**src/rtl/ov7670_cfg_pkg.sv**
```systemverilog
// Shared definitions for the OV7670 configuration ROM and its reader.
package ov7670_cfg_pkg;

  localparam logic [15:0] ROM_END   = 16'hFFFF;
  localparam logic [15:0] ROM_DELAY = 16'hFFF0;

  typedef enum logic [2:0] {
    IDLE,
    FETCH,
    DECODE,
    SEND,
    WAIT_DONE,
    DELAY,
    NEXT,
    FINISH
  } cfg_state_t;

endpackage

```
**src/rtl/cfg_delay_timer.sv**
```systemverilog
// Loadable down-counter that parks at zero; expired_o is high while the count is zero.
module cfg_delay_timer #(
  parameter int W = 8
) (
  input  logic         clk_i,
  input  logic         rst_n_i,
  input  logic         load_i,
  input  logic         en_i,
  input  logic [W-1:0] load_val_i,
  output logic [W-1:0] cnt_o,
  output logic         expired_o
);

  logic [W-1:0] cnt_q, cnt_d;

  always_comb begin
    cnt_d = cnt_q;
    if (load_i)                   cnt_d = load_val_i;
    else if (en_i && cnt_q != '0) cnt_d = cnt_q - 1'b1;
  end

  always_ff @(posedge clk_i or negedge rst_n_i) begin
    if (!rst_n_i) cnt_q <= '0;
    else          cnt_q <= cnt_d;
  end

  assign cnt_o     = cnt_q;
  assign expired_o = (cnt_q == '0);

endmodule

```
**src/rtl/ov7670_config_sequencer.sv**
```systemverilog
// Walks the OV7670 config ROM from address 0, issuing SCCB writes and timed waits
// until the end marker (or the last address), then holds done.
module ov7670_config_sequencer
  import ov7670_cfg_pkg::*;
#(
  parameter int CLK_FREQ_HZ = 50_000_000,
  parameter int DELAY_MS    = 10,
  parameter int ADDR_W      = 8
) (
  input  logic              clk_i,
  input  logic              rst_n_i,
  input  logic              start_i,
  output logic [ADDR_W-1:0] rom_addr_o,
  input  logic [15:0]       rom_dout_i,
  output logic              cmd_valid_o,
  input  logic              cmd_ready_i,
  output logic [7:0]        cmd_reg_o,
  output logic [7:0]        cmd_data_o,
  input  logic              xfer_done_i,
  input  logic              xfer_nack_i,
  output logic              busy_o,
  output logic              done_o,
  output logic              err_o
);

  localparam int DELAY_CYCLES = CLK_FREQ_HZ / 1000 * DELAY_MS;
  localparam int CNT_W        = $clog2(DELAY_CYCLES + 1);
  localparam logic [CNT_W-1:0] DLY_LOAD = CNT_W'(DELAY_CYCLES - 1);

  cfg_state_t        state_q, state_d;
  logic [ADDR_W-1:0] addr_q, addr_d;
  logic              valid_q, valid_d;
  logic [7:0]        reg_q, reg_d;
  logic [7:0]        data_q, data_d;
  logic              busy_q, busy_d;
  logic              done_q, done_d;
  logic              err_q, err_d;

  logic              dly_load;
  logic              dly_expired;
  logic [CNT_W-1:0]  unused_dly_cnt;

  cfg_delay_timer #(.W(CNT_W)) u_dly (
    .clk_i      (clk_i),
    .rst_n_i    (rst_n_i),
    .load_i     (dly_load),
    .en_i       (state_q == DELAY),
    .load_val_i (DLY_LOAD),
    .cnt_o      (unused_dly_cnt),
    .expired_o  (dly_expired)
  );

  always_comb begin
    state_d  = state_q;
    addr_d   = addr_q;
    valid_d  = valid_q;
    reg_d    = reg_q;
    data_d   = data_q;
    busy_d   = busy_q;
    done_d   = done_q;
    err_d    = err_q;
    dly_load = 1'b0;
    case (state_q)
      IDLE: if (start_i) begin
        addr_d  = '0;
        done_d  = 1'b0;
        err_d   = 1'b0;
        busy_d  = 1'b1;
        state_d = FETCH;
      end
      FETCH: state_d = DECODE;
      DECODE: begin
        if (rom_dout_i == ROM_END) begin
          state_d = FINISH;
        end else if (rom_dout_i == ROM_DELAY) begin
          dly_load = 1'b1;
          state_d  = DELAY;
        end else begin
          reg_d   = rom_dout_i[15:8];
          data_d  = rom_dout_i[7:0];
          valid_d = 1'b1;
          state_d = SEND;
        end
      end
      // xfer_done is deliberately not looked at until the request is accepted
      SEND: if (cmd_ready_i) begin
        valid_d = 1'b0;
        state_d = WAIT_DONE;
      end
      WAIT_DONE: if (xfer_done_i) begin
        if (xfer_nack_i) err_d = 1'b1;
        state_d = NEXT;
      end
      DELAY: if (dly_expired) state_d = NEXT;
      // A ROM without an end marker stops at the last address instead of wrapping
      NEXT: if (&addr_q) begin
        state_d = FINISH;
      end else begin
        addr_d  = addr_q + 1'b1;
        state_d = FETCH;
      end
      FINISH: begin
        busy_d  = 1'b0;
        done_d  = 1'b1;
        state_d = IDLE;
      end
      default: state_d = IDLE;
    endcase
  end

  always_ff @(posedge clk_i or negedge rst_n_i) begin
    if (!rst_n_i) begin
      state_q <= IDLE;
      addr_q  <= '0;
      valid_q <= 1'b0;
      reg_q   <= '0;
      data_q  <= '0;
      busy_q  <= 1'b0;
      done_q  <= 1'b0;
      err_q   <= 1'b0;
    end else begin
      state_q <= state_d;
      addr_q  <= addr_d;
      valid_q <= valid_d;
      reg_q   <= reg_d;
      data_q  <= data_d;
      busy_q  <= busy_d;
      done_q  <= done_d;
      err_q   <= err_d;
    end
  end

  assign rom_addr_o  = addr_q;
  assign cmd_valid_o = valid_q;
  assign cmd_reg_o   = reg_q;
  assign cmd_data_o  = data_q;
  assign busy_o      = busy_q;
  assign done_o      = done_q;
  assign err_o       = err_q;

endmodule

```
**config.mk**
```make
export PLATFORM = sky130hd
export DESIGN_NAME = ov7670_config_sequencer
export DESIGN_NICKNAME = d
export VERILOG_FILES = /design/src/rtl/ov7670_cfg_pkg.sv /design/src/rtl/cfg_delay_timer.sv /design/src/rtl/ov7670_config_sequencer.sv
export SDC_FILE = /design/constraint.sdc
export NUM_CORES = 1
export LEC_CHECK = 0
export CELL_PAD_IN_SITES_DETAIL_PLACEMENT = 1
export CELL_PAD_IN_SITES_GLOBAL_PLACEMENT = 1
export CORE_ASPECT_RATIO = 1.2
export CORE_MARGIN = 2
export CORE_UTILIZATION = 40
export CTS_CLUSTER_DIAMETER = 80
export DETAILED_ROUTE_END_ITERATION = 10
export GPL_TIMING_DRIVEN = 1
export PLACE_DENSITY_LB_ADDON = 0.1
export SYNTH_ARGS = -nofsm -noshare
export SYNTH_HDL_FRONTEND = slang
export SYNTH_SLANG_ARGS = --single-unit
```
**constraint.sdc**
```tcl
create_clock -name clk_i -period 3.25 [get_ports clk_i]
set_clock_uncertainty 0.15 [all_clocks]
set_input_delay 0.325 -clock clk_i [delete_from_list [all_inputs] [get_ports clk_i]]
set_output_delay 0.325 -clock clk_i [all_outputs]
set_load 0.01 [all_outputs]
```
Word level (Yosys, flattened, before mapping):

Index checks and enable logic that the tools add are counted.

* bits in registers: 50
* output and inout bits: 28

* add/subtract/negate cells: 2
* equal/unequal tests: 17
* muxes and demuxes: 27
* bitwise gates (word level): 2
* reductions and logical operators: 16

Operators by type and width (count)
* 2-to-1 mux 19 bit: 2
* equality test 16 bit, second input constant: 2
* one-hot mux 3 bit (8 select lines): 1
* 2-to-1 mux 3 bit: 7
* logical NOT 19 bit: 1
* nonzero test 19 bit: 1
* subtractor 19 x 1 -> 19 bit, second input constant: 1
* 2-to-1 mux 8 bit: 2
* != test 2 bit, second input constant: 8
* one-hot mux 8 bit (2 select lines): 1
* equality test 3 bit, second input constant: 4
* AND reduction 4 bit: 3
* 2-to-1 mux 1 bit: 10
* nonzero test 2 bit: 5
* adder 8 x 1 -> 8 bit, second input constant: 1
* one-hot mux 1 bit (2 select lines): 4
* AND reduction 8 bit: 1
* equality test 3 x 2 -> 1 bit, second input constant: 2
* AND reduction 3 bit: 2
* equality test 3 x 1 -> 1 bit, second input constant: 1
* logical NOT 3 bit: 1
* NOT 1 bit: 2
* AND reduction 2 bit: 1
* logical AND 1 bit: 1

Logic depth before layout (Yosys ltp):

* depth after elaboration: 5
* gate-level depth with buffers: 6
* mapped depth without buffers: 6

Modules after synthesis:

Synthesis repeated with hierarchy kept, for this count alone.

* cells, all modules: 295
* area, all modules: 2856.5 um^2

By module, submodules not included
* ov7670_config_sequencer: times used 1, cells an instance 149, area an instance 1617.8 um^2, seq. area each 775.7 um^2
* cfg_delay_timer: times used 1, cells an instance 146, area an instance 1238.7 um^2, seq. area each 475.5 um^2

Worst setup path before layout:

No wires, ideal clock.

* kind: register -> register
* from: reg u_dly.cnt_q[7], in the netlist u_dly.cnt_o[7]
* to: reg u_dly.cnt_q[12], in the netlist u_dly.cnt_o[12]
* library setup time: 0.077 ns
* data arrival time: 2.047 ns
* path slack: 0.975 ns
* cell stages (with the launch flop): 6
* buffers on the path: 1
* cells stage by stage: dfrtp_1 > or4_1 > buf_2 > or4_1 > or4_1 > a21oi_1

* word-level cells in the longest chain between the ends: 3
* elaborated cells between the ends (all ways): 6
* those cells by class: add/sub: 1; mux: 2; reduce/logical: 3

RTL lines
* start, declared: line cfg_delay_timer.sv:14 `logic [W-1:0] cnt_q, cnt_d;`
* start signal, assigned: line cfg_delay_timer.sv:24 `else cnt_q <= cnt_d;`
* subtractor 19 x 1 -> 19 bit / nonzero test 19 bit (equally long branches): line cfg_delay_timer.sv:19 `else if (en_i && cnt_q != '0) cnt_d = cnt_q - 1'b1;`
* 2-to-1 mux 19 bit / logical AND 1 bit (equally long branches): line cfg_delay_timer.sv:19
* 2-to-1 mux 19 bit / nonzero test 2 bit (equally long branches)

Parallel ways exist; a longest one is shown, timed or not. The select of a mux whose other input is x is not followed.
A chain may end at the register's enable or synchronous reset.

Worst setup path in the final report:

* from: reg u_dly.cnt_q[7], in the netlist u_dly.cnt_o[7]
* to: reg u_dly.cnt_q[0], in the netlist u_dly.cnt_o[0]

* word-level cells in the longest chain between the ends: 3

RTL lines (line)
* nonzero test 19 bit: cfg_delay_timer.sv:19
* logical AND 1 bit: cfg_delay_timer.sv:19
* nonzero test 2 bit (no source line)

Every way passes these cells.

==> results.ini <==
[final_layout]
drive_gt1_frac=0.0833
num_antenna_cells=0
fin_area_sq_um=3400
area_growth_pct=26.5
fin_nets=347

[global_route]
grt_antenna_before_repair=0
grt_overflow=0
grt_pass1_wl_microns=12300
grt_max_degree=37
grt_use_total=0.209
grt_pass1_vias=2548

[sta]
tns_ns=0
final-setup-viol-count=0
maxSlewViolCount=0
hold_viol_final=0
period_needed_ns=2.48
slew_headroom=0.449
clock.fmax_ghz=0.403
rsz0062_at_grt=false
fin_crit_sh=0.764
tightest_slew_ns=0.827

[placed_design]
port_buffers=49
hpwl_microns=5150
placedInstanceArea_sq_um=3300
gp_congestion=0.869

[route]
drt_wl_total_microns=6910
vias=2356
wl_per_cell_microns=16.9
drtAntennaViolNets=0
drt_iter0_drc=80
drc=0
first_pass_iters=4
viasPerCell=5.76

[worst_setup_path]
critPathMaxFanout=8
crit_required_ns=3.33
cp_data_arrival_time_ns=2.56
path_buf_inv=0
crit_path_end_kind=flip-flop
crit_family=simple AND/OR/NAND/NOR gates
cp_num_cells=4
cpPeakStageDelay_ns=0.70
r2r_setup_slack_ns=0.77
crit_end=u_dly.cnt_o[0]
start_kind=flip-flop
cp_cell_sequence=or4_1, or4_4, o21ai_1, mux2i_1
cp-startpoint=u_dly.cnt_o[7]
r2r_start=u_dly.cnt_o[7]
path_class=flip-flop to flip-flop
reg2reg_depth=4
cp_slowest_cell=or4_1
r2r-end=u_dly.cnt_o[0]

[power]
power_leakage_nw=1.34
powerDensity_nw_per_um2=679
vdd_drop_max_v=0.000433

[logic_synthesis]
syn_area_per_cell_sq_um=10.0
synth_cells=269
ys_seq_elements=50
yosys.area_share.simple=0.211
synth_area_sq_um=2690
ys_async_sr_fraction=1.00
synth_edf_count=0
synth-warning-count=0
yosysUniqueCellTypes=52
ys_seq_area_frac=0.465
synthAdderAreaFrac=0.00930
synth_nets=293
synth_top_family_by_area=simple AND/OR/NAND/NOR gates
synth_xor_area_frac=0.00977
synth_ff_type=dfrtp_1
synth_compound_area_frac=0.164
synthMuxAreaShare=0.115

[cts]
post_cts_resized=0
post_cts_buffers=0
cts_buffer_depth=2
cts.clk_slew.worst_paths_ns=0.09
root_buffer=clkbuf_8
clkSinkCount=50
clk_latency_ns=0.30
htreeDepth=2
cts_buffers=5
tritoncts=done

[floorplan]
dieHeight_microns=93.8
core_sq_um=6490
die_w_microns=78.9
num_rows=32
ios=50
initial_utilization=0.415
die_area_sq_um=7400

[status]
outcome=completed

[worst_hold_path]
worstHoldPathType=flip-flop to flip-flop

[flow_run]
drv_cap=0

==> worst min path at each step <==
stage	from	end	slack, ns	depth (start not counted)
floorplan	rst_n_i	busy_o	-0.12	0
global placement	cmd_reg_o[4]	cmd_reg_o[4]	0.32	1
detailed placement	rst_n_i	u_dly.cnt_o[1]	0.32	1
CTS	cmd_reg_o[1]	cmd_reg_o[1]	0.35	1
global route	cmd_reg_o[1]	cmd_reg_o[1]	0.36	1
finish	cmd_reg_o[1]	cmd_reg_o[1]	0.34	1
==> layout by cell type, fill, tap and decap left out, types with 6 or more instances in the layout <==
cell type | synthesis | routed
clkbuf_8 | 0 | 6
o21ai_1 | 11 | 11
dfrtp_1 | 50 | 50
or4_1 | 10 | 10
inv_1 | 6 | 6
nand2_1 | 13 | 13
mux2i_1 | 13 | 13
nor2_1 | 18 | 18
a21oi_1 | 22 | 22
nor3_1 | 10 | 10
buf_4 | 0 | 8
mux2_1 | 13 | 13
clkdlybuf4s50_1 | 0 | 48
o21ai_0 | 9 | 9
nand4_1 | 8 | 8
==> flip-flops by register name (all words and copies together), names as in the netlist <==
name	cells
done_o	1
err_o	1
cmd_valid_o	1
rom_addr_o	8
busy_o	1
cmd_data_o	8
cmd_reg_o	8
u_dly.cnt_o	19
state_q	3
==> metrics by stage <==
| step | hold WS, ns | setup WS [ns] | util | power [mW] | instances |
|---|---|---|---|---|---|
| 2_1_floorplan | -0.121 | 0.975 | - | 1.47 | 269 |
| 5_1_grt | 0.355 | 0.623 | 0.525 | 2.49 | 409 |
| 4_1_cts | 0.348 | 0.757 | 0.525 | 2.35 | 409 |
| 6_report | 0.339 | 0.768 | 0.525 | 2.31 | 409 |
| 3_5_place_dp | 0.320 | 0.638 | 0.508 | 1.95 | 400 |
| 3_3_place_gp | 0.320 | 0.708 | 0.508 | 1.93 | 400 |
==> synthesized netlist by cell type (3+ instances only) <==
cell,instances,area (sq um)
nand4_1,8,50.1
dfrtp_1,50,1250
nand2_1,13,48.8
a31oi_1,3,18.8
o21ai_1,11,55.1
nand3_1,5,25.0
inv_1,6,22.5
o211ai_1,5,37.5
mux2_1,13,146
a21boi_0,3,22.5
nand2b_1,5,31.3
nor3_1,10,50.1
clkbuf_1,8,30.0
a21oi_1,22,110
o21ai_0,9,45.0
mux2i_1,13,130
or3_1,4,25.0
or4_1,10,75.1
nor4_1,4,25.0
mux2_2,3,33.8
o31ai_1,4,30.0
nor2_1,18,67.6
==> timing repair <==
item,in CTS,in global routing
setup endpoints to repair,0,0
hold endpoints to repair,35,0
hold buffers,1,0
==> logic make-up (layout without fill, tap and decap cells) <==
kind of cell    after synthesis  count (layout)
fa+ha+maj                     2               2
buf+inv                      18              73
mux                          29              29
flops                        50              50
xor+xnor                      3               3
compound gates               71              71
simple gates                 96              96
==> per-layer routing <==
| layer | part of all wire | global-route usage |
|---|---|---|
| met1 | 0.45 | 0.263 |
| met2 | 0.51 | 0.366 |
| met3 | 0.033 | 0.0413 |
| met4 | 0.012 | 0.0575 |
| met5 | 0 | 0 |
==> power breakdown <==
part           leakage (nW)  internal [mW]  total (mW)  switching (mW)
registers             0.576          0.806       0.972           0.166
clock network        0.0472          0.172       0.386           0.214
logic                 0.712          0.520       0.953           0.433
==> layout make-up <==
| cell class | count | area (sq um) |
|---|---|---|
| clock buffer | 6 | 82.6 |
| clock inverter | 2 | 12.5 |
| fill | 750 | 3080 |
| inverter | 7 | 26.3 |
| multi-input combinational | 201 | 1370 |
| sequential | 50 | 1250 |
| tap | 85 | 106 |
| timing repair buffer | 58 | 556 |
Note: power is estimated with default switching activity, not from simulation.
